===== src/rtl/bkm_control_iter_if.sv =====
// bkm_control_iter_if: step request/response bundle between bkm_control_iter and bkm_control_step.
interface bkm_control_iter_if #(
   parameter int W = 64,
   parameter int LOG2N = 5
);
   logic             step_req;
   logic [LOG2N-1:0] step_n;
   logic             step_mode;
   logic [1:0]       step_format;
   logic [1:0]       step_d_u_n;
   logic [1:0]       step_d_v_n;
   logic [W-1:0]     step_u_n;
   logic [W-1:0]     step_v_n;
   logic [W-1:0]     step_u_np1;
   logic [W-1:0]     step_v_np1;
   logic             step_ack;
   modport master (
      output step_req, step_n, step_mode, step_format, step_d_u_n, step_d_v_n, step_u_n, step_v_n,
      input  step_u_np1, step_v_np1, step_ack
   );
   modport slave (
      input  step_req, step_n, step_mode, step_format, step_d_u_n, step_d_v_n, step_u_n, step_v_n,
      output step_u_np1, step_v_np1, step_ack
   );
endinterface


===== src/rtl/bkm_control_iter.sv =====
// bkm_control_iter: BKM iteration sequencer closing the loop around bkm_control_step.
// Optional step-ack watchdog enabled by defining BKM_ITER_ACK_TIMEOUT_EN.
module bkm_control_iter #(
   parameter int W = 64,
   parameter int N_ITER = 32,
   parameter int LOG2N = (N_ITER > 1) ? $clog2(N_ITER) : 1
) (
   input  logic         clk,
   input  logic         srst,
   input  logic         enable,
   input  logic         start,
   input  logic         mode,
   input  logic [1:0]   format,
   input  logic [W-1:0] u_0,
   input  logic [W-1:0] v_0,
   output logic         busy,
   output logic         done,
   output logic [W-1:0] u_res,
   output logic [W-1:0] v_res,
   output logic         err,
   bkm_control_iter_if.master step
);
   typedef enum logic [1:0] {IDLE, SEL, WAIT, DONE} state_t;
   state_t state_q, state_d;
   logic [LOG2N-1:0] n_q, n_d;
   logic mode_q, mode_d, req_q, req_d, busy_q, busy_d, done_q, done_d, err_q, err_d;
   logic [1:0] format_q, format_d, d_u_q, d_u_d, d_v_q, d_v_d;
   logic [W-1:0] u_n_q, u_n_d, v_n_q, v_n_d, u_res_q, u_res_d, v_res_q, v_res_d;
`ifdef BKM_ITER_ACK_TIMEOUT_EN
   logic [7:0] wd_q, wd_d;
`endif
   // t is the top nibble of the residual; L-mode negates the E-mode digit
   function automatic logic [1:0] digit(input logic signed [3:0] t, input logic m);
      logic [1:0] e;
      e = (t >= 4'sd2) ? 2'b01 : (t <= -4'sd3) ? 2'b11 : 2'b00;
      return m ? 2'b00 - e : e;
   endfunction
   always_comb begin
      state_d = state_q;
      n_d = n_q;
      mode_d = mode_q;
      format_d = format_q;
      req_d = req_q;
      busy_d = busy_q;
      done_d = done_q;
      err_d = err_q;
      d_u_d = d_u_q;
      d_v_d = d_v_q;
      u_n_d = u_n_q;
      v_n_d = v_n_q;
      u_res_d = u_res_q;
      v_res_d = v_res_q;
`ifdef BKM_ITER_ACK_TIMEOUT_EN
      wd_d = wd_q;
`endif
      if (enable) begin
         req_d = 1'b0;
         done_d = 1'b0;
         case (state_q)
            IDLE: if (start) begin
               state_d = SEL;
               u_n_d = u_0;
               v_n_d = v_0;
               mode_d = mode;
               format_d = format;
               n_d = '0;
               busy_d = 1'b1;
               err_d = 1'b0;
            end
            SEL: begin
               d_u_d = digit(u_n_q[W-1:W-4], mode_q);
               d_v_d = digit(v_n_q[W-1:W-4], mode_q);
               req_d = 1'b1;
               state_d = WAIT;
`ifdef BKM_ITER_ACK_TIMEOUT_EN
               wd_d = '0;
`endif
            end
            WAIT: if (step.step_ack) begin
               u_n_d = step.step_u_np1;
               v_n_d = step.step_v_np1;
               if (n_q == LOG2N'(N_ITER - 1)) begin
                  u_res_d = step.step_u_np1;
                  v_res_d = step.step_v_np1;
                  busy_d = 1'b0;
                  done_d = 1'b1;
                  state_d = DONE;
               end else begin
                  n_d = n_q + 1'b1;
                  state_d = SEL;
               end
            end
`ifdef BKM_ITER_ACK_TIMEOUT_EN
            // 254 cycles already counted, so this is the 255th ack-less WAIT cycle
            else if (wd_q == 8'd254) begin
               err_d = 1'b1;
               busy_d = 1'b0;
               state_d = IDLE;
            end else wd_d = wd_q + 8'd1;
`endif
            DONE: state_d = IDLE;
            default: state_d = IDLE;
         endcase
      end
   end
   always_ff @(posedge clk) begin
      if (srst) begin
         state_q <= IDLE;
         n_q <= '0;
         mode_q <= 1'b0;
         format_q <= '0;
         req_q <= 1'b0;
         busy_q <= 1'b0;
         done_q <= 1'b0;
         err_q <= 1'b0;
         d_u_q <= '0;
         d_v_q <= '0;
         u_n_q <= '0;
         v_n_q <= '0;
         u_res_q <= '0;
         v_res_q <= '0;
`ifdef BKM_ITER_ACK_TIMEOUT_EN
         wd_q <= '0;
`endif
      end else begin
         state_q <= state_d;
         n_q <= n_d;
         mode_q <= mode_d;
         format_q <= format_d;
         req_q <= req_d;
         busy_q <= busy_d;
         done_q <= done_d;
         err_q <= err_d;
         d_u_q <= d_u_d;
         d_v_q <= d_v_d;
         u_n_q <= u_n_d;
         v_n_q <= v_n_d;
         u_res_q <= u_res_d;
         v_res_q <= v_res_d;
`ifdef BKM_ITER_ACK_TIMEOUT_EN
         wd_q <= wd_d;
`endif
      end
   end
   assign busy = busy_q;
   assign done = done_q;
   assign err = err_q;
   assign u_res = u_res_q;
   assign v_res = v_res_q;
   assign step.step_req = req_q;
   assign step.step_n = n_q;
   assign step.step_mode = mode_q;
   assign step.step_format = format_q;
   assign step.step_d_u_n = d_u_q;
   assign step.step_d_v_n = d_v_q;
   assign step.step_u_n = u_n_q;
   assign step.step_v_n = v_n_q;
endmodule


===== src/flat_wrapper.sv =====
// flat-port wrapper written by rule: the top's interface ports become plain ports
module bkm_control_iter_flat 
#(
   parameter int W = 64,
   parameter int N_ITER = 32,
   parameter int LOG2N = (N_ITER > 1) ? $clog2(N_ITER) : 1
)
  (clk, srst, enable, start, mode, format, u_0, v_0, busy, done, u_res, v_res, err, step_step_req, step_step_n, step_step_mode, step_step_format, step_step_d_u_n, step_step_d_v_n, step_step_u_n, step_step_v_n, step_step_u_np1, step_step_v_np1, step_step_ack);
  bkm_control_iter_if #(.W(W), .LOG2N(LOG2N)) step_i ();
  input  logic clk;
  input  logic srst;
  input  logic enable;
  input  logic start;
  input  logic mode;
  input  logic [1:0] format;
  input  logic [W-1:0] u_0;
  input  logic [W-1:0] v_0;
  output logic busy;
  output logic done;
  output logic [W-1:0] u_res;
  output logic [W-1:0] v_res;
  output logic err;
  output wire logic [$bits(step_i.step_req)-1:0] step_step_req;
  output wire logic [$bits(step_i.step_n)-1:0] step_step_n;
  output wire logic [$bits(step_i.step_mode)-1:0] step_step_mode;
  output wire logic [$bits(step_i.step_format)-1:0] step_step_format;
  output wire logic [$bits(step_i.step_d_u_n)-1:0] step_step_d_u_n;
  output wire logic [$bits(step_i.step_d_v_n)-1:0] step_step_d_v_n;
  output wire logic [$bits(step_i.step_u_n)-1:0] step_step_u_n;
  output wire logic [$bits(step_i.step_v_n)-1:0] step_step_v_n;
  input wire logic [$bits(step_i.step_u_np1)-1:0] step_step_u_np1;
  input wire logic [$bits(step_i.step_v_np1)-1:0] step_step_v_np1;
  input wire logic [$bits(step_i.step_ack)-1:0] step_step_ack;
  assign step_step_req = step_i.step_req;
  assign step_step_n = step_i.step_n;
  assign step_step_mode = step_i.step_mode;
  assign step_step_format = step_i.step_format;
  assign step_step_d_u_n = step_i.step_d_u_n;
  assign step_step_d_v_n = step_i.step_d_v_n;
  assign step_step_u_n = step_i.step_u_n;
  assign step_step_v_n = step_i.step_v_n;
  assign step_i.step_u_np1 = step_step_u_np1;
  assign step_i.step_v_np1 = step_step_v_np1;
  assign step_i.step_ack = step_step_ack;
  bkm_control_iter #(.W(W), .N_ITER(N_ITER), .LOG2N(LOG2N)) u_core (.clk(clk), .srst(srst), .enable(enable), .start(start), .mode(mode), .format(format), .u_0(u_0), .v_0(v_0), .busy(busy), .done(done), .u_res(u_res), .v_res(v_res), .err(err), .step(step_i));
endmodule

===== config.mk =====
export PLATFORM = sky130hd
export DESIGN_NAME = bkm_control_iter_flat
export DESIGN_NICKNAME = d
export VERILOG_FILES = /design/src/rtl/bkm_control_iter_if.sv /design/src/rtl/bkm_control_iter.sv /design/src/flat_wrapper.sv
export SDC_FILE = /design/constraint.sdc
export NUM_CORES = 1
export LEC_CHECK = 0
export CORE_AREA = 2 2 209 211
export CTS_CLUSTER_SIZE = 30
export DETAILED_ROUTE_END_ITERATION = 8
export DIE_AREA = 0 0 211 213
export SYNTH_ARGS = -nofsm -noshare
export SYNTH_HDL_FRONTEND = slang
export SYNTH_SLANG_ARGS = --single-unit
export TNS_END_PERCENT = 10

===== constraint.sdc =====
create_clock -name clk -period 5.3 [get_ports clk]
set_input_delay 1.06 -clock clk [delete_from_list [all_inputs] [get_ports clk]]
set_output_delay 1.06 -clock clk [all_outputs]
set_load 0.05 [all_outputs]

==> results of run 1 <==
layout by cell type, fill, tap and decap left out, types with 3 or more instances in the layout:
| cell | n |
|---|---|
| a21oi_1 | 265 |
| clkbuf_8 | 11 |
| buf_12 | 5 |
| clkdlybuf4s50_1 | 533 |
| nand2b_1 | 3 |
| a211oi_1 | 32 |
| mux2i_1 | 135 |
| or3_1 | 3 |
| nor2_1 | 3 |
| clkbuf_1 | 5 |
| buf_4 | 15 |
| clkinv_2 | 5 |
| clkbuf_16 | 37 |
| nand3_1 | 131 |
| nand2_1 | 11 |
| o21ai_1 | 9 |
| dfxtp_1 | 273 |
| o21ai_0 | 122 |
| a211oi_2 | 100 |
registers in the layout (all words and copies together) (netlist names), 2 cells and up:
name / cells
u_core.step.step_u_n: 64
u_core.step.step_format: 2
u_core.step.step_v_n: 64
u_core.step.step_n: 5
u_core.v_res: 64
u_core.state_q: 2
u_core.step.step_d_v_n: 2
u_core.u_res: 64
u_core.step.step_d_u_n: 2
metrics by stage:
stage          instance area, um2  hold slack [ns]  total power [mW]
6_report                    18700            0.450              5.66
4_1_cts                     18700            0.455              5.74
3_5_place_dp                17600            0.446              3.32
5_1_grt                     18700            0.479              5.87
3_3_place_gp                17600            0.441              3.31
2_1_floorplan               12100            0.639              2.85
Yosys cell counts, types with 3 or more instances:
library cell / instances
a211oi_1: 32
a211oi_2: 100
a21oi_1: 265
buf_1: 12
buf_2: 12
buf_4: 16
buf_6: 20
clkbuf_1: 87
dfxtp_1: 273
ha_1: 3
mux2i_1: 135
nand2_1: 11
nand2b_1: 4
nand3_1: 131
nor2_1: 3
o21ai_0: 122
o21ai_1: 9
or3_1: 3
worst max path at each step:
stage / startpoint / endpoint / slack [ns] / cells past startpoint
after global routing: u_core.step.step_n[0] / u_core.step.step_n[4] / 1.99 / 7
final: u_core.step.step_n[0] / u_core.step.step_n[4] / 2.11 / 7
after detailed placement: enable / u_core.step.step_u_n[10] / 1.63 / 5
after CTS: u_core.step.step_n[0] / u_core.step.step_n[4] / 2.14 / 7
after global placement: enable / u_core.step.step_u_n[15] / 1.67 / 5
after floorplan: u_core.step.step_n[0] / u_core.u_res[0] / 3.15 / 7
worst min-delay path, cell delays in order (launching register included):
cell and delay [ns]:
dfxtp_1 0.31, nand2_1 0.05, a21oi_1 0.05
per-layer routing:
metal / routed length [um] / share of wire, % / vias up / GRT usage [%]
met5: 0 / 0 / - / 0
met2: 24000 / 50 / 399 / 35.0
met3: 2880 / 6.0 / 70 / 3.97
met1: 20100 / 42 / 5749 / 25.7
li1: - / - / 5559 / -
met4: 1250 / 2.6 / 0 / 6.68
area by class of cell:
class	count	share of cell area (%)
Multi-Input combinational cell	842	31.2
Timing Repair Buffer	554	29.7
Sequential cell	273	29.2
Clock buffer	53	5.85
Tap cell	546	3.65
Clock inverter	7	0.341
Inverter	3	0.0735
Antenna cell	2	0.0267
power groups by stage:
stage / combinational [mW] / clock (mW) / sequential, mW
floorplan: 0.357 / 0 / 2.49
global placement: 1.08 / 0 / 2.23
detailed placement: 1.09 / 0 / 2.23
CTS: 1.09 / 2.46 / 2.18
global route: 1.14 / 2.54 / 2.19
finish: 1.09 / 2.38 / 2.18
kinds of logic after synthesis:
family	after synthesis	share of synthesized area, %
compound gates	536	29.2
fa+ha+maj	3	0.310
buf+inv	152	6.76
flops	273	45.2
mux	136	11.3
other cells	1	0.0310
simple gates	166	7.23
==> flow_summary_export.csv, run 1 <==
group,metric,value,unit
outcome,outcome,"finished clean",
placement,dp_cells,2218,
sta,setup_viol,0,
sta,relSlewSlack,29.5,%
worst_setup_path,critPathRequiredTime,5.70,ns
hold_path,worstHoldStart,"u_core.step.step_d_u_n[0]",
die,core,42700,um2
power,clock_power_share,42.2,%
detailed_routing,drt-initial-drc-count,758,
clock_tree,root_buffer,"clkbuf_16",
clock_tree,htree_levels,2,
clock_tree,cts_hold_buffers,0,
synthesis,yosysTopAreaCellShare,45.2,%
synthesis,synth_largest_area_cell,"dfxtp_1",
finish,drive_gt1_share,10.7,%
finish,seq_area,5470,um2
placement,place.gp.congestion,0.794,
finish,final_cell_count_no_fill,2280,
synthesis,syn_nets,1534,
die,io_pins,536,
detailed_routing,via_per_inst,5.17,
power,ir_drop,0.236,mV
hold_path,min_path_cells,2,
placement,post-place-ws,1.63,ns
die,fp.dieW,211,um
sta,slew_viol_final,0,
detailed_routing,ant_nets,0,
worst_setup_path,cp_top_family,"buffers and inverters",
synthesis,synth.cell_area,12100,um2
die,dieArea,44900,um2
worst_setup_path,ff2ff_setup_slack,2.11,ns
sta,finalHoldViolCount,0,
synthesis,synth_flop_cell,"dfxtp_1",
detailed_routing,routed_wl,48300,um
global_route,antenna_found_initial,2,
finish,finalNetCount,1975,
worst_setup_path,critical_path_class,"reg2reg",
sta,fin_crit_sh,60.1,%
worst_setup_path,slowest_stage,"buf_4",
worst_setup_path,end_kind,"flip-flop",
synthesis,synth.yosys.seq_area_share,45.2,%
power,p_int,4.05,mW
sta,clock-skew-final,0.0216,ns
synthesis,synth-seq-cells,273,
die,start_util,28.3,%
clock_tree,numCtsBuffers,34,
synthesis,avgSynthCellArea,9.55,um2
synthesis,synth-edff-count,0,
power,power_frac_comb,19.2,%
power,p_sw,1.61,mW
worst_setup_path,r2r_cells,7,
die,die_y,213,um
sta,max_freq,314,MHz
hold_path,hold_end,"u_core.step.step_d_u_n[0]",
global_route,overflow,0,
sta,worst_pin_slew,1.06,ns
clock_tree,cts_tree,"yes",
clock_tree,clk_pin_slew,0.06,ns
worst_setup_path,critPathArrivalTime,3.59,ns
clock_tree,post_cts_buffers,0,
clock_tree,clk_path_buf_depth,3,
hold_path,hold_path_class,"reg2reg",
detailed_routing,routedWlPerCell,21.2,um
sta,rsz0062_at_grt,"false",
global_route,grt.total_usage,20.4,%
worst_setup_path,worstPathCellList,"ha_1 > and3_1 > ha_4 > buf_4 > nand3b_1 > a21oi_1 > mux2i_1",
detailed_routing,num_vias,11800,
worst_setup_path,slowest_delay,0.88,ns
finish,syn_to_final_growth,54.8,%
detailed_routing,drc,0,
clock_tree,clock_latency,0.53,ns
global_route,grt_pass1_vias,11600,
worst_setup_path,timing.rr.end,"u_core.step.step_n[4]",
synthesis,synthArstFlopShare,0,%
global_route,grt_max_degree,117,
die,fp-row-count,76,
worst_setup_path,start_kind,"flip-flop",
power,power.density,302,nW/um2
sta,period_needed,3.19,ns
power,power.share.switching,28.4,%
synthesis,yosysWarnings,0,
detailed_routing,drt-pass1-iter-count,5,
placement,post-dp-hpwl,32800,um
run,cap_violations,0,
sta,setup_tns,0,ns
worst_setup_path,r2r-start,"u_core.step.step_n[0]",
worst_setup_path,path_max_fanout,81,
synthesis,netlist_top_cells_area,"dfxtp_1, mux2i_1, a21oi_1",
finish,fillCellCount,4178,
placement,place.port_buffers,534,
global_route,grt_pass1_wl,71600,um
synthesis,synthCells,1267,
power,seqPwrFrac,38.6,%
finish,multi_input_comb_area,5850,um2
worst_setup_path,cp_num_buf_inv,1,
finish,finish.utilization,43.9,%
power,p_leak,6.90,nW
clock_tree,cts_repair_resize_count,0,
sta,fin_ws,2.11,ns
synthesis,synth_cell_types,40,
clock_tree,cts_sinks,273,
No activity file was read; power rests on OpenSTA's default activity.
==> run 2: changes to the inputs <==
Settings changed: CORE_AREA 2 2 209 211 to 2 2 210 212, DIE_AREA 0 0 211 213 to 0 0 212 214.
Clock period 5.3 ns to 2.9 ns, I/O delays scaled along.
==> run 2 against run 1 <==
Compared with the run above: routed wire length is 1.4% higher; critical endpoint is now step_step_u_n[61]; critical path type is now reg2out; register-to-register slack worse by 1.5 ns; clock power is 87% higher; cell count is 2.0% higher; non-clock buffer count is 5 higher; combinational power is 84% higher.
==> flow_summary_export.csv, run 2 (same netlist as run 1, synthesis figures left out) <==
group,metric,value,unit
finish,layout_commonest_cell,"clkdlybuf4s50_1",
global_route,antenna_found_initial,3,
clock_tree,cts_sinks,273,
global_route,grt_pass1_vias,11900,
sta,setup_tns,0,ns
die,die_y,214,um
clock_tree,cts_repair_resize_count,0,
sta,period_needed,2.46,ns
clock_tree,numCtsBuffers,34,
worst_setup_path,slowest_stage,"clkdlybuf4s50_1",
placement,post-place-ws,0.507,ns
sta,finalHoldViolCount,0,
sta,slew_viol_final,0,
finish,multi_input_comb_area,5850,um2
worst_setup_path,critical_path_class,"reg2out",
die,dieArea,45400,um2
detailed_routing,via_per_inst,5.08,
worst_setup_path,end_kind,"primary output",
die,fp-row-count,76,
global_route,overflow,0,
worst_setup_path,r2r_cells,7,
die,io_pins,536,
sta,fin_ws,0.440,ns
clock_tree,root_buffer,"clkbuf_16",
sta,rsz0062_at_grt,"false",
power,ir_drop,0.398,mV
global_route,grt.total_usage,20.9,%
worst_setup_path,critical_path_cell_count,1,
worst_setup_path,start_kind,"flip-flop",
sta,clock-skew-final,0.0102,ns
placement,place.gp.congestion,0.869,
detailed_routing,drt-pass1-iter-count,5,
detailed_routing,drc,0,
detailed_routing,routedWlPerCell,21.1,um
placement,place.port_buffers,534,
worst_setup_path,ff2ff_setup_slack,0.61,ns
detailed_routing,routed_wl,49000,um
sta,worst_pin_slew,0.786,ns
placement,dp_cells,2262,
worst_setup_path,timing.rr.end,"u_core.v_res[17]",
worst_setup_path,crit_start,"u_core.step.step_u_n[61]",
clock_tree,clk_path_buf_depth,3,
worst_setup_path,cp_num_buf_inv,1,
die,core,42900,um2
clock_tree,cts_hold_buffers,0,
power,power_frac_comb,19.2,%
detailed_routing,ant_nets,0,
detailed_routing,drt-initial-drc-count,775,
worst_setup_path,r2r-start,"u_core.step.step_n[0]",
finish,seq_area,5470,um2
die,fp.dieW,212,um
power,power.density,551,nW/um2
global_route,grt_max_degree,129,
global_route,grt_pass1_wl,73900,um
finish,final_cell_count_no_fill,2326,
finish,finish.utilization,44.2,%
clock_tree,clk_pin_slew,0.06,ns
finish,finalNetCount,1980,
worst_setup_path,critPathArrivalTime,1.88,ns
worst_setup_path,critPathRequiredTime,2.32,ns
placement,post-dp-hpwl,33300,um
hold_path,hold_path_class,"reg2reg",
finish,final_cell_mix,"clkdlybuf4s50_1, dfxtp_1, a21oi_1",
clock_tree,clock_latency,0.52,ns
sta,fin_hold_ws,0.457,ns
clock_tree,htree_levels,2,
worst_setup_path,path_max_fanout,4,
power,clock_power_share,42.5,%
power,p_int,7.50,mW
clock_tree,post_cts_buffers,0,
detailed_routing,num_vias,11800,
finish,drive_gt1_share,10.8,%
power,seqPwrFrac,38.3,%
outcome,outcome,"finished clean",
worst_setup_path,slowest_delay,0.93,ns
run,cap_violations,0,
worst_setup_path,worstPathCellList,"clkdlybuf4s50_1",
finish,fillCellCount,4217,
sta,relSlewSlack,47.6,%
power,p_leak,6.96,nW
power,power.share.switching,28.1,%
power,p_sw,2.93,mW
sta,setup_viol,0,
finish,syn_to_final_growth,56.5,%
worst_setup_path,cp_top_family,"buffers and inverters",
sta,fin_crit_sh,84.8,%
hold_path,worstHoldStart,"u_core.step.step_d_u_n[0]",
clock_tree,cts_tree,"yes",
die,start_util,28.2,%
sta,max_freq,407,MHz
worst_setup_path,crit_end,"step_step_u_n[61]",
run 2: power by group through the flow:
stage          registers, mW  logic [mW]  clock network (mW)
5_1_grt                 4.01        2.11                4.73
4_1_cts                 3.99        2.02                4.57
3_3_place_gp            4.07        2.00                   0
3_5_place_dp            4.07        2.01                   0
6_report                3.99        2.01                4.44
2_1_floorplan           4.56       0.653                   0
run 2: metrics by stage:
step	instance area [um2]	total power, mW
4_1_cts	18900	10.6
3_5_place_dp	17800	6.08
5_1_grt	18900	10.8
3_3_place_gp	17800	6.07
6_report	18900	10.4
2_1_floorplan	12100	5.21
run 2: worst min path at each step:
| stage | to | slack, ns | depth (start not counted) |
|---|---|---|---|
| after global placement | u_core.step.step_d_v_n[0] | 0.44 | 2 |
| after global routing | u_core.step.step_d_u_n[0] | 0.49 | 2 |
| final | u_core.step.step_d_u_n[0] | 0.46 | 2 |
| after CTS | u_core.step.step_format[1] | 0.46 | 2 |
| after detailed placement | u_core.step.step_format[1] | 0.45 | 2 |
| after floorplan | u_core.state_q[1] | 0.64 | 2 |
run 2: per-layer routing:
layer | up-vias | wire length, um | global-route usage [%]
met5 | - | 0 | 0
met4 | 0 | 1790 | 8.90
met3 | 90 | 3090 | 4.38
met2 | 411 | 24300 | 35.5
met1 | 5746 | 19800 | 25.3
li1 | 5572 | - | -
run 2: cell type report:
type / count / area share, %
well taps: 585 / 3.86
flip-flops and latches: 273 / 28.9
clock inverters: 8 / 0.628
diodes: 3 / 0.0396
repair buffers: 559 / 30.1
multi-input cells: 842 / 30.9
clock buffers: 53 / 5.58
inverters: 3 / 0.0727
